[config.mk]
export PLATFORM = sky130hd
export DESIGN_NAME = tag_ctrl
export DESIGN_NICKNAME = d
export VERILOG_FILES = /design/src/rtl/cache_ctrl_pkg.sv /design/src/rtl/tag_match.sv /design/src/rtl/tag_ctrl.sv
export SDC_FILE = /design/constraint.sdc
export NUM_CORES = 1
export LEC_CHECK = 0
export BUFFER_PORTS_ARGS = -buffer_cell sky130_fd_sc_hd__buf_2
export CAP_MARGIN = 30
export CORE_UTILIZATION = 47
export CTS_CLUSTER_DIAMETER = 40
export DETAILED_ROUTE_END_ITERATION = 6
export GPL_TIMING_DRIVEN = 0
export PLACE_DENSITY = 0.81
export SYNTH_ARGS = -nofsm -noshare
export SYNTH_HDL_FRONTEND = slang
export SYNTH_SLANG_ARGS = --single-unit
[constraint.sdc]
create_clock -name clk -period 1.69 [get_ports clk]
set_input_delay 0.2535 -clock clk [delete_from_list [all_inputs] [get_ports clk]]
set_output_delay 0.2535 -clock clk [all_outputs]
set_load 0.01 [all_outputs]
[src/rtl/cache_ctrl_pkg.sv]
// Shared types and defaults for the cache tag/data RAM controllers.
// Geometry macros fall back to the standard cache configuration when not set by the build.
`ifndef BLOCK_CNT
`define BLOCK_CNT 6
`endif
`ifndef TAG_CNT
`define TAG_CNT 8
`endif
`ifndef DOSA
`define DOSA 4
`endif

package cache_ctrl_pkg;

    localparam int IDX_W_DEF      = `BLOCK_CNT;
    localparam int TAG_W_DEF      = `TAG_CNT;
    localparam int WAYS_DEF       = `DOSA;
    localparam int STARVE_MAX_DEF = 4;

    typedef enum logic [2:0] {
        IDLE,
        LK_ISSUE,
        LK_WAIT,
        RF_ISSUE,
        RF_WAIT
    } tag_ctrl_state_t;

    typedef struct packed {
        logic                 valid;
        logic [TAG_W_DEF-1:0] tag;
    } tag_entry_t;

    // Way-number width, never narrower than one bit.
    function automatic int way_w(input int ways);
        return (ways > 1) ? $clog2(ways) : 1;
    endfunction

endpackage

[src/rtl/tag_match.sv]
// Combinational DOSA-way tag compare: per-way match, hit, lowest matching way, multi-hit.
module tag_match
    import cache_ctrl_pkg::*;
#(
    parameter int WAYS  = WAYS_DEF,
    parameter int TAG_W = TAG_W_DEF,
    parameter int WAY_W = way_w(WAYS)
) (
    input  logic [WAYS*(TAG_W+1)-1:0] entries,
    input  logic [TAG_W-1:0]          tag,
    output logic [WAYS-1:0]           match,
    output logic                      hit,
    output logic [WAY_W-1:0]          way,
    output logic                      multi
);

    for (genvar k = 0; k < WAYS; k++) begin : g_cmp
        assign match[k] = entries[k*(TAG_W+1)+TAG_W]
                          && (entries[k*(TAG_W+1) +: TAG_W] == tag);
    end

    assign hit = |match;

    // Clearing the lowest set bit leaves something behind only when two or more ways match.
    assign multi = |(match & (match - WAYS'(1)));

    always_comb begin
        way = '0;
        for (int unsigned k = WAYS; k > 0; k--) begin
            if (match[k-1]) way = WAY_W'(k - 1);
        end
    end

endmodule

[src/rtl/tag_ctrl.sv]
// Tag RAM sequencer: arbitrates PE lookups against memory-side refills, one RAM operation
// at a time, with round-robin victim selection and a starvation guard for lookups.
module tag_ctrl
    import cache_ctrl_pkg::*;
#(
    parameter int IDX_W      = IDX_W_DEF,
    parameter int TAG_W      = TAG_W_DEF,
    parameter int WAYS       = WAYS_DEF,
    parameter int WAY_W      = way_w(WAYS),
    parameter int STARVE_MAX = STARVE_MAX_DEF
) (
    input  logic                      clk,
    input  logic                      rst_n,

    input  logic                      lk_valid,
    output logic                      lk_ready,
    input  logic [IDX_W-1:0]          lk_index,
    input  logic [TAG_W-1:0]          lk_tag,
    output logic                      lk_rsp_valid,
    output logic                      lk_hit,
    output logic [WAY_W-1:0]          lk_way,

    input  logic                      rf_valid,
    output logic                      rf_ready,
    input  logic [IDX_W-1:0]          rf_index,
    input  logic [TAG_W-1:0]          rf_tag,
    output logic                      rf_rsp_valid,
    output logic [WAY_W-1:0]          rf_way,
    output logic                      rf_evict_valid,
    output logic [TAG_W-1:0]          rf_evict_tag,

    output logic                      err_multihit,

    output logic                      ram_pe_en,
    output logic [IDX_W-1:0]          ram_pe_index,
    output logic                      ram_mem_en,
    output logic [WAY_W-1:0]          ram_set,
    output logic [IDX_W-1:0]          ram_mem_index,
    output logic [TAG_W-1:0]          ram_tag_upd,
    input  logic [WAYS*(TAG_W+1)-1:0] ram_tag_x,
    input  logic [TAG_W:0]            ram_tag_repl
);

    localparam int SC_W = (STARVE_MAX > 0) ? $clog2(STARVE_MAX + 1) : 1;

    tag_ctrl_state_t  state;
    logic [IDX_W-1:0] idx_q;
    logic [TAG_W-1:0] tag_q;
    logic [WAY_W-1:0] vptr;
    logic [SC_W-1:0]  starve_cnt;
    logic             starved;

    logic [WAYS-1:0]  match_vec;
    logic             hit;
    logic [WAY_W-1:0] hit_way;
    logic             multi;

    tag_match #(
        .WAYS  (WAYS),
        .TAG_W (TAG_W),
        .WAY_W (WAY_W)
    ) u_match (
        .entries (ram_tag_x),
        .tag     (tag_q),
        .match   (match_vec),
        .hit     (hit),
        .way     (hit_way),
        .multi   (multi)
    );

    always_comb assert (hit == (|match_vec));

    // Once refills have been granted STARVE_MAX times back-to-back over a waiting lookup,
    // the lookup takes the next slot.
    assign starved  = (starve_cnt == SC_W'(STARVE_MAX)) && lk_valid;
    assign rf_ready = (state == IDLE) && rf_valid && !starved;
    assign lk_ready = (state == IDLE) && lk_valid && !rf_ready;

    assign ram_pe_en     = (state == LK_ISSUE);
    assign ram_mem_en    = (state == RF_ISSUE);
    assign ram_pe_index  = ram_pe_en  ? idx_q : '0;
    assign ram_set       = ram_mem_en ? vptr  : '0;
    assign ram_mem_index = ram_mem_en ? idx_q : '0;
    assign ram_tag_upd   = ram_mem_en ? tag_q : '0;

    always_ff @(posedge clk or negedge rst_n) begin
        if (!rst_n) begin
            state          <= IDLE;
            idx_q          <= '0;
            tag_q          <= '0;
            vptr           <= '0;
            starve_cnt     <= '0;
            lk_rsp_valid   <= 1'b0;
            lk_hit         <= 1'b0;
            lk_way         <= '0;
            rf_rsp_valid   <= 1'b0;
            rf_way         <= '0;
            rf_evict_valid <= 1'b0;
            rf_evict_tag   <= '0;
            err_multihit   <= 1'b0;
        end else begin
            lk_rsp_valid <= 1'b0;
            rf_rsp_valid <= 1'b0;
            unique case (state)
                IDLE: begin
                    if (rf_ready) begin
                        state <= RF_ISSUE;
                        idx_q <= rf_index;
                        tag_q <= rf_tag;
                        if (!lk_valid)
                            starve_cnt <= '0;
                        else if (starve_cnt != SC_W'(STARVE_MAX))
                            starve_cnt <= starve_cnt + SC_W'(1);
                    end else if (lk_ready) begin
                        state      <= LK_ISSUE;
                        idx_q      <= lk_index;
                        tag_q      <= lk_tag;
                        starve_cnt <= '0;
                    end else if (!lk_valid) begin
                        starve_cnt <= '0;
                    end
                end
                LK_ISSUE: state <= LK_WAIT;
                LK_WAIT: begin
                    lk_rsp_valid <= 1'b1;
                    lk_hit       <= hit;
                    lk_way       <= hit_way;
                    err_multihit <= err_multihit | multi;
                    state        <= IDLE;
                end
                RF_ISSUE: state <= RF_WAIT;
                RF_WAIT: begin
                    rf_rsp_valid   <= 1'b1;
                    rf_way         <= vptr;
                    rf_evict_valid <= ram_tag_repl[TAG_W];
                    rf_evict_tag   <= ram_tag_repl[TAG_W-1:0];
                    vptr           <= (vptr == WAY_W'(WAYS - 1)) ? '0 : vptr + WAY_W'(1);
                    state          <= IDLE;
                end
                default: state <= IDLE;
            endcase
        end
    end

endmodule
; After elaboration in Yosys (flattened, before gate mapping)
; Cells that the tools add are included.
[totals]
regBits = 39
out_inout_bits = 43
word_cells = 72
[op_classes]
addsub = 3
n_eq_ne = 14
mux = 23
n_bitwise = 2
reduce_logical = 17
[op_table]
columns = cell, n
row1 = equality test 8 bit, 4
row2 = two-way mux 6 bit, 4
row3 = two-way mux 8 bit, 3
row4 = two-way mux 3 bit, 7
row5 = two-way mux 2 bit, 6
row6 = logical AND 1 bit, 9
row7 = one-hot mux 3 bit (3 select lines), 1
row8 = OR reduction 4 bit, 2
row9 = equality test 3 x 2 -> 1 bit (second input constant), 2
row10 = equality test 3 bit (second input constant), 2
row11 = inequality test 3 bit (second input constant), 2
row12 = bitwise AND 4 bit, 1
row13 = subtractor 4 x 1 -> 4 bit (second input constant), 1
row14 = adder 3 x 1 -> 3 bit (second input constant), 1
row15 = equality test 3 x 1 -> 1 bit (second input constant), 1
row16 = zero test 3 bit, 1
row17 = inequality test 3 x 1 -> 1 bit (second input constant), 1
row18 = inequality test 3 x 2 -> 1 bit (second input constant), 1
row19 = AND reduction 3 bit, 1
row20 = adder 2 x 1 -> 2 bit (second input constant), 1
row21 = equality test 2 bit (second input constant), 1
row22 = zero test 1 bit, 2
row23 = two-way mux 1 bit, 2
row24 = AND reduction 2 bit, 1
row25 = other kinds (2), 2

; Depth between registers and ports, before layout
; Gate-level depths: netlist of the first run.
[depth]
depth_word = 9
mapped_depth = 9
depth_no_buf = 8

; Modules after synthesis
; Synthesis of the first run repeated with hierarchy kept, for this count alone.
[hier_totals]
cells_unflattened = 228
hier_area_um2 = 2463.6
[by_module_without_submodules]
columns = module, n_inst, cells_each, area_per_inst_um2
row1 = tag_ctrl, 1, 162, 1938.1
row2 = tag_match, 1, 66, 525.5

; Worst setup path before layout of the first run
; Ideal clock, no wire load.
[synth_timing]
path_kind = register to output
start = register state[2]
end = output port ram_tag_upd[2]
t_arrival_ns = 1.285
required_ns = 1.436
slack_ns = 0.152
stages_incl_launch_ff = 5
path_cell_list = dfrtp_1 and3b_1 clkbuf_1 clkbuf_1 and2_2
[synth_between]
elab_chain_len = 2
[synth_lines]
columns = element, line
row1 = start: declaration, tag_ctrl.sv:46  ; tag_ctrl_state_t state;
row2 = start signal: assignment, tag_ctrl.sv:88  ; state <= IDLE;
row3 = start signal: assignment, tag_ctrl.sv:107  ; state <= RF_ISSUE;
row4 = start signal: assignment, tag_ctrl.sv:115  ; state <= LK_ISSUE;
row5 = equality test 3 x 2 -> 1 bit, tag_ctrl.sv:80  ; assign ram_mem_en = (state == RF_ISSUE);
row6 = net ram_mem_en, tag_ctrl.sv:36  ; output logic ram_mem_en,
row7 = two-way mux 8 bit, tag_ctrl.sv:84  ; assign ram_tag_upd = ram_mem_en ? tag_q : '0;
row8 = end: declaration, tag_ctrl.sv:39  ; output logic [TAG_W-1:0] ram_tag_upd,
; The timed path passes the listed nets, and every way through them passes these cells.

; Worst setup path after layout of the first run
[layout_timing]
start = register state[1]
end = output port lk_ready
[layout_between]
elab_chain_len = 5
[layout_lines]
columns = element, line
row1 = zero test 3 bit *, "tag_ctrl.sv:76, tag_ctrl.sv:77"
row2 = logical AND 1 bit (2 in a row), tag_ctrl.sv:76  ; assign rf_ready = (state == IDLE) && rf_valid && !starved;
row3 = zero test 1 bit, tag_ctrl.sv:77  ; assign lk_ready = (state == IDLE) && lk_valid && !rf_ready;
row4 = logical AND 1 bit *, tag_ctrl.sv:77
row5 = end: declaration, tag_ctrl.sv:16  ; output logic lk_ready,
; Mark *: on every way between the ends. The rest lies on a longest branch, timed or not.

==> impl_results.md, run 1 <==
- Critical Path Source Type: flip-flop
- Violations in the final reports: setup timing
- Yosys reg bits: 39
- Min Hold Slack: 0.0606 ns
- Run status: complete, but fails checks
- Non-filler cells in the finished layout: ~440
- Final RePlAce weighted congestion: 0.766
- Top Family by Delay on Critical Path: simple AND/OR/NAND/NOR gates
- Number of flops mapped to enable cells by yosys: 0
- Wire length of the first global-routing pass: roughly 9.4 mm
- CP arrival: 1.53 ns
- RR Endpoint: err_multihit
- Worst Slack Setup Final: -0.0956 ns
- Number of core rows: 26
- Sink Count: 39
- Critical-path cell with the highest stage delay: sky130_fd_sc_hd__dfrtp_2
- Worst-Skew Late Latency: 0.29 ns
- Unrepaired setup endpoints after global routing: true
- Number of cells after detailed placement: between 400 and 500
- Synthesized instance count: about 240
- Reg-to-reg setup timing slack: -0.04 ns
- CTS max path bufs: 2
- Standby leakage power: ~1.8 nW
- Final hold violation count: 0
- Maximum number of pins on one net before global-route repair: 40
- Grt total ovfl: 0
- Number of cells on the worst reg-to-reg path: 7
- Largest driver fanout on the critical path: 4
- Share of flip-flops with an asynchronous set or reset: between 90% and 100%
- Final Critical Period: approximately 1.8 ns
- Highest cell delay on the worst timing path: between 0.4 and 0.5 ns
- Fin util: slightly above 70%
- DRT iter0 DRCs: 60
- Clock skew after layout: between 0.004 and 0.005 ns
- Mean post-synth cell area: 10.5 sq um
- Power density cells: approximately 1600 nW/um^2
- Clock-pin slew of the registers on the worst-case setup and hold paths: approximately 0.08 ns
- Slew headroom: between 40% and 50%
- Crit path capture type: primary output
- Die width: ~75 microns
- Count of unresolved DRC violations after routing: 0
- VDD IR-drop max: approximately 1 mV
- FILL cells: 381
- Starting Density: between 40% and 50%
- CTS Hold Bufs: 0
- Final setup viols: 21
- Yosys cell types: 39
- Post-route design area: roughly 3700 sq um
- Hpwl dp: between 4 and 5 mm
- Count of pins over their slew limit: 0
- Layout cells sized above 1: a little under three fifths
- Count of nets left with antenna violations after detail routing: 0
- Clock Tree Root: sky130_fd_sc_hd__clkbuf_8
- Count of port buffers added during placement: 119
- Sequential fraction of the synthesis area: around two fifths
- Die height: between 70 and 80 microns
- Number of buffers and inverters on the critical path: 2
- Worst Max-Slew Pin Slew: around 0.84 ns
- Area of the mapped netlist: between 2000 and 2500 sq um
- Post-synthesis net count: ~320
- Final Total Pwr: roughly 5.7 mW
- Tot GR Track Use: between 20% and 30%
- Final Routed Wirelength: 6.34 mm
- Startpoint of the worst register-to-register path: tag_q[6]
- CTS buffer count: 5
- CTS tree: done
- Wirelength per Cell: 14.3 microns
- Number of global-route vias before repair: just over 2k
- Yosys warns: 0
- Post-Place Setup Slack: -0.212 ns
- Final net count: between 400 and 500
- Core area: 5110 sq um
- 1st-pass router iterations: 4
- Number of I/O pins: 120
- CP most frequent cell: sky130_fd_sc_hd__buf_6
- Number of vias after detailed routing: ~2.2k
- Ratio of final minimum period to clock period: 106%
- Die area: 5580 sq um
- Most instantiated flip-flop cell in the synthesis netlist: sky130_fd_sc_hd__dfrtp_1
- Worst min path class: in -> async
- Placement-stage cell area: between 3000 and 4000 sq um
- Via-per-instance ratio: about 5.0
- Max cap viols: 0
- Number of inserted diodes: 0
- Fmax: between 0.5 and 0.6 GHz
- Kind of critical path: reg -> out
- Antenna violations before repair: 0
- Series of cell instances along the critical path: nor3_4, nand3_1, buf_6, and2_4, buf_6
- Clock H-tree levels: 2
- Data required time at the worst endpoint: between 1 and 1.5 ns
- Growth of design area from synthesis to finish: 48.4%
- Setup TNS: -0.803 ns
## state kept, by name (all words and copies together) (netlist names)
name            flops
err_multihit        1
idx_q               6
lk_hit              1
lk_rsp_valid        1
lk_way              2
rf_evict_tag        8
rf_evict_valid      1
rf_rsp_valid        1
rf_way              2
starve_cnt          3
state               3
tag_q               8
vptr                2
## power breakdown
| part | internal (mW) | switching [mW] |
|---|---|---|
| Clock | 0.445 | 0.361 |
| Combinational | 1.71 | 1.63 |
| Sequential | 1.34 | 0.252 |
## cell type report
class	instances	area, sq um	share of cell area (%)
clock buffers	5	68.8	1.87
plain buffers	13	143	3.87
well taps	70	87.6	2.38
repair buffers	132	821	22.3
inverters	6	30.0	0.815
flip-flops and latches	39	980	26.6
clock inverters	3	46.3	1.26
multi-input cells	176	1510	41.0
## cell usage after synthesis (2+ instances only)
| cell | number | area [sq um] |
|---|---|---|
| sky130_fd_sc_hd__and2_1 | 23 | 144 |
| sky130_fd_sc_hd__and3b_1 | 2 | 17.5 |
| sky130_fd_sc_hd__buf_2 | 2 | 10.0 |
| sky130_fd_sc_hd__buf_4 | 2 | 15.0 |
| sky130_fd_sc_hd__buf_6 | 8 | 90.1 |
| sky130_fd_sc_hd__clkbuf_1 | 3 | 11.3 |
| sky130_fd_sc_hd__dfrtp_1 | 39 | 976 |
| sky130_fd_sc_hd__ha_1 | 3 | 37.5 |
| sky130_fd_sc_hd__inv_1 | 5 | 18.8 |
| sky130_fd_sc_hd__mux2_1 | 9 | 101 |
| sky130_fd_sc_hd__mux2_2 | 4 | 45.0 |
| sky130_fd_sc_hd__mux2i_1 | 14 | 140 |
| sky130_fd_sc_hd__nand2_1 | 25 | 93.8 |
| sky130_fd_sc_hd__nand3_1 | 10 | 50.1 |
| sky130_fd_sc_hd__nand4_1 | 7 | 43.8 |
| sky130_fd_sc_hd__nor2_1 | 4 | 15.0 |
| sky130_fd_sc_hd__nor3_1 | 5 | 25.0 |
| sky130_fd_sc_hd__nor3_4 | 3 | 48.8 |
| sky130_fd_sc_hd__nor3b_1 | 2 | 15.0 |
| sky130_fd_sc_hd__o21ai_0 | 15 | 75.1 |
| sky130_fd_sc_hd__o21ai_1 | 3 | 15.0 |
| sky130_fd_sc_hd__xnor2_1 | 22 | 193 |
| sky130_fd_sc_hd__xnor2_2 | 10 | 163 |
## worst max path at each step
stage | from | endpoint | slack [ns] | cells past startpoint
after global routing | tag_q[6] | err_multihit | -0.19 | 7
after floorplan | state[2] | ram_tag_upd[2] | 0.15 | 4
final | state[1] | lk_ready | -0.1 | 5
after global placement | state[2] | ram_tag_upd[2] | -0.21 | 5
after CTS | state[1] | rf_ready | -0.08 | 5
after detailed placement | state[2] | ram_tag_upd[2] | -0.21 | 5
## per-layer routing
metal / wire, microns / global-route usage [%] / share of wire, %
met5: 0 / 0 / 0
met4: 57 / 5.24 / 0.90
met3: 351 / 5.89 / 5.5
met2: 3280 / 40.2 / 52
met1: 2650 / 26.9 / 42
## logic make-up after synthesis
logic type / after synthesis / share of synthesized area [%]
and+or+nand+nor: 89 / 21.2
DFF: 39 / 39.3
xor gates and xnor gates: 32 / 14.3
muxes: 27 / 11.5
AOI/OAI and AO/OA: 25 / 6.15
buffers and inverters: 21 / 6.05
adders and majority gates: 3 / 1.51
## cell usage in the layout, fill, tap and decap left out, drive strengths merged
master	Yosys	routed
or3	1	1
or2	1	1
nand2	25	25
a21oi	1	1
o41ai	1	1
mux2	13	13
a31oi	1	1
buf	12	144
bufinv	0	1
o21ai	18	18
o31ai	2	2
mux2i	14	14
inv	5	7
nand4	7	7
dfrtp	39	39
and3b	2	2
ha	3	3
a21o	1	1
a211oi	1	1
nor2	4	4
clkinvlp	0	1
nand3	11	11
xnor2	32	32
clkbuf	3	6
nor3b	3	3
nor2b	1	1
nor3	9	9
nand2b	1	1
and2	24	24
## what timing repair did
item / CTS / global route
endpoints found under the setup margin: 26 / 38
gates resized for setup: 35 / 38
cloned: 1 / 0
pin swaps: 15 / 9
setup buffers: 6 / 6
Power figures use the tool's default switching activity.
==> run 2: changes to the inputs <==
--- a/config.mk
+++ b/config.mk
@@ -7,11 +7,12 @@
 export LEC_CHECK = 0
 export BUFFER_PORTS_ARGS = -buffer_cell sky130_fd_sc_hd__buf_2
 export CAP_MARGIN = 30
-export CORE_UTILIZATION = 47
+export CORE_UTILIZATION = 46
 export CTS_CLUSTER_DIAMETER = 40
 export DETAILED_ROUTE_END_ITERATION = 6
 export GPL_TIMING_DRIVEN = 0
-export PLACE_DENSITY = 0.81
+export PLACE_DENSITY = 0.8
 export SYNTH_ARGS = -nofsm -noshare
 export SYNTH_HDL_FRONTEND = slang
+export SYNTH_HIERARCHICAL = 1
 export SYNTH_SLANG_ARGS = --single-unit
==> impl_results.md, run 2 <==
- Number of vias after detailed routing: 2327
- Growth of design area from synthesis to finish: 50.6%
- Die width: ~75 microns
- Number of flops mapped to enable cells by yosys: 0
- 1st-pass router iterations: 4
- Wire length of the first global-routing pass: approximately 9.7 mm
- Setup TNS: -0.318 ns
- Number of cells on the worst reg-to-reg path: 7
- Post-synthesis net count: just over 300
- Wirelength per Cell: about 15 microns
- Largest registers: rf_evict_tag x8, tag_q x8, idx_q x6
- Most common cell after layout, fill and taps aside: sky130_fd_sc_hd__buf_2
- Ratio of final minimum period to clock period: 103%
- Maximum number of pins on one net before global-route repair: 40
- Die height: 75.2 microns
- CP arrival: between 1.5 and 2 ns
- FILL cells: between 300 and 400
- Slew headroom: a little over two fifths
- Sink Count: 39
- Fin util: between 70 and 80%
- Count of pins over their slew limit: 0
- Unrepaired setup endpoints after global routing: true
- Worst-Skew Late Latency: roughly 0.29 ns
- Clock Tree Root: sky130_fd_sc_hd__clkbuf_8
- Area of the mapped netlist: between 2000 and 2500 sq um
- VDD IR-drop max: between 0.9 and 1 mV
- Via-per-instance ratio: approximately 5.2
- CTS buffer count: 5
- Crit path capture type: flip-flop
- Count of nets left with antenna violations after detail routing: 0
- Final setup viols: 16
- Count of unresolved DRC violations after routing: 0
- Clock-pin slew of the registers on the worst-case setup and hold paths: around 0.080 ns
- Number of core rows: 26
- CTS max path bufs: 2
- Antenna violations before repair: 0
- Clock H-tree levels: 2
- Power density cells: 1570 nW/um^2
- Post-route design area: 3710 sq um
- Clock skew after layout: 0.00641 ns
- Tot GR Track Use: about 23%
- Final RePlAce weighted congestion: between 0.8 and 0.9
- Leading cell types by total area after synthesis: sky130_fd_sc_hd__dfrtp_1 40%, sky130_fd_sc_hd__xnor2_1 11%, sky130_fd_sc_hd__mux2_2 7.3%
- DRT iter0 DRCs: 60
- Max cap viols: 0
- Sequential fraction of the synthesis area: about 40%
- Yosys warns: 6
- Standby leakage power: approximately 1.8 nW
- Critical Path Source Type: flip-flop
- Run status: complete, but fails checks
- Library cell with the largest summed area after synthesis: sky130_fd_sc_hd__dfrtp_1
- Hpwl dp: about 4.7 mm
- Most instantiated flip-flop cell in the synthesis netlist: sky130_fd_sc_hd__dfrtp_1
- Worst Max-Slew Pin Slew: around 0.85 ns
- Post-synth top cells: 39 x sky130_fd_sc_hd__dfrtp_1, 32 x sky130_fd_sc_hd__xnor2_1, 22 x sky130_fd_sc_hd__and2_1
- Yosys cell types: 35
- Min Hold Slack: between 0.06 and 0.07 ns
- Final Routed Wirelength: 6.74 mm
- Worst Slack Setup Final: -0.0566 ns
- Synthesized instance count: 228
- Multi-input logic area: 1510 sq um
- Number of global-route vias before repair: approximately 2.2k
- CTS tree: done
- Largest driver fanout on the critical path: 4
- Worst min path class: in -> async
- Yosys reg bits: 39
- Most frequent cells in the layout: 109 x sky130_fd_sc_hd__buf_2, 36 x sky130_fd_sc_hd__dfrtp_1, 27 x sky130_fd_sc_hd__xnor2_1
- Placement-stage cell area: 3150 sq um
- Data required time at the worst endpoint: about 1.9 ns
- Number of inserted diodes: 0
- Layout cells sized above 1: about 59%
- Register area: a little under 1000 sq um
- Reg-to-reg setup timing slack: -0.06 ns
- Die area: roughly 5700 sq um
- Final Total Pwr: ~6 mW
- Leading cell type by number of instances after synthesis: sky130_fd_sc_hd__dfrtp_1
- Final net count: ~450
- Share of flip-flops with an asynchronous set or reset: 100%
- Share of the synthesized area in the top cell type: roughly two fifths
- Starting Density: a little under half
- Core area: between 5000 and 6000 sq um
- Grt total ovfl: 0
- RR Endpoint: lk_way[0]
- Final Critical Period: roughly 1.7 ns
- Kind of critical path: reg -> reg
- Count of port buffers added during placement: about 120
- Violations in the final reports: setup timing
- Mean post-synth cell area: 10.8 sq um
- Fmax: 0.573 GHz
- Final hold violation count: 0
- Startpoint of the worst register-to-register path: tag_q[6]
- Number of I/O pins: 120
[run 2: cell count changes in the layout (fill, tap and decap cells not counted), sizes merged, moves of 4 or more]
cell,previous run,this run
o32ai,0,14
buf,144,154
nand2b,1,15
nand3,11,5
nand2,25,7
mux2i,14,0
a2bb2oi,0,14
o21ai,18,2
inv,7,3
[run 2: logic make-up (layout without fill, tap and decap cells)]
family                   after synthesis  after routing  share of synthesized area, %
adder cells (fa/ha/maj)                3              3                          1.52
flip-flops                            39             39                          39.6
AO/OA/AOI/OAI                         36             36                          12.3
multiplexers                          16             16                          7.31
XOR/XNOR                              32             32                          11.4
buffers and inverters                 22            168                          5.94
AND/OR/NAND/NOR                       80             80                          21.9
[run 2: worst max path at each step]
stage	from	endpoint	cells past startpoint
after floorplan	tag_q[1]	lk_way[0]	7
after global placement	tag_q[6]	lk_way[0]	7
after detailed placement	tag_q[6]	lk_way[0]	7
after CTS	state[0]	lk_ready	3
after global routing	tag_q[6]	lk_way[0]	7
final	tag_q[6]	lk_way[0]	7
[run 2: what timing repair did]
item                                    4_1_cts  5_1_grt
hold buffers                                  0        0
pin swaps                                     7       14
gates cloned                                  0        1
buffers inserted                             15        6
resized for setup                            20       46
endpoints found under the setup margin       30       37
[run 2: metrics by stage]
step | setup slack [ns] | instances
2_1_floorplan | 0.0768 | 228
3_3_place_gp | -0.0802 | 417
3_5_place_dp | -0.118 | 417
4_1_cts | -0.0435 | 438
5_1_grt | -0.135 | 444
6_report | -0.0566 | 444
[run 2: cell type report]
cell class	count	area share (%)
inverters	3	0.304
well taps	70	2.36
clock inverters	2	1.62
clock buffers	6	1.96
repair buffers	141	23.3
multi-input cells	167	40.6
plain buffers	16	3.47
flip-flops and latches	39	26.4
[run 2: routing by layer]
layer	GRT usage, %	wire length [microns]
met5	0	0
met4	7.20	93
met3	5.62	563
met2	42.5	3370
met1	26.8	2710
[run 2: worst max-delay path, stage by stage (launching register included)]
cell and delay, ns:
sky130_fd_sc_hd__dfrtp_1 0.42, sky130_fd_sc_hd__buf_6 0.16, sky130_fd_sc_hd__xnor2_4 0.13, sky130_fd_sc_hd__nand4_1 0.17, sky130_fd_sc_hd__nor3_4 0.25, sky130_fd_sc_hd__nor2b_1 0.08
sky130_fd_sc_hd__o21ba_1 0.17, sky130_fd_sc_hd__mux2_2 0.25
[run 2: where the power goes]
group / leakage, nW / internal (mW) / switching [mW]
clock: 0.0654 / 0.590 / 0.323
sequential: 0.468 / 1.32 / 0.298
combinational: 1.28 / 1.83 / 1.48
total: 1.81 / 3.74 / 2.10
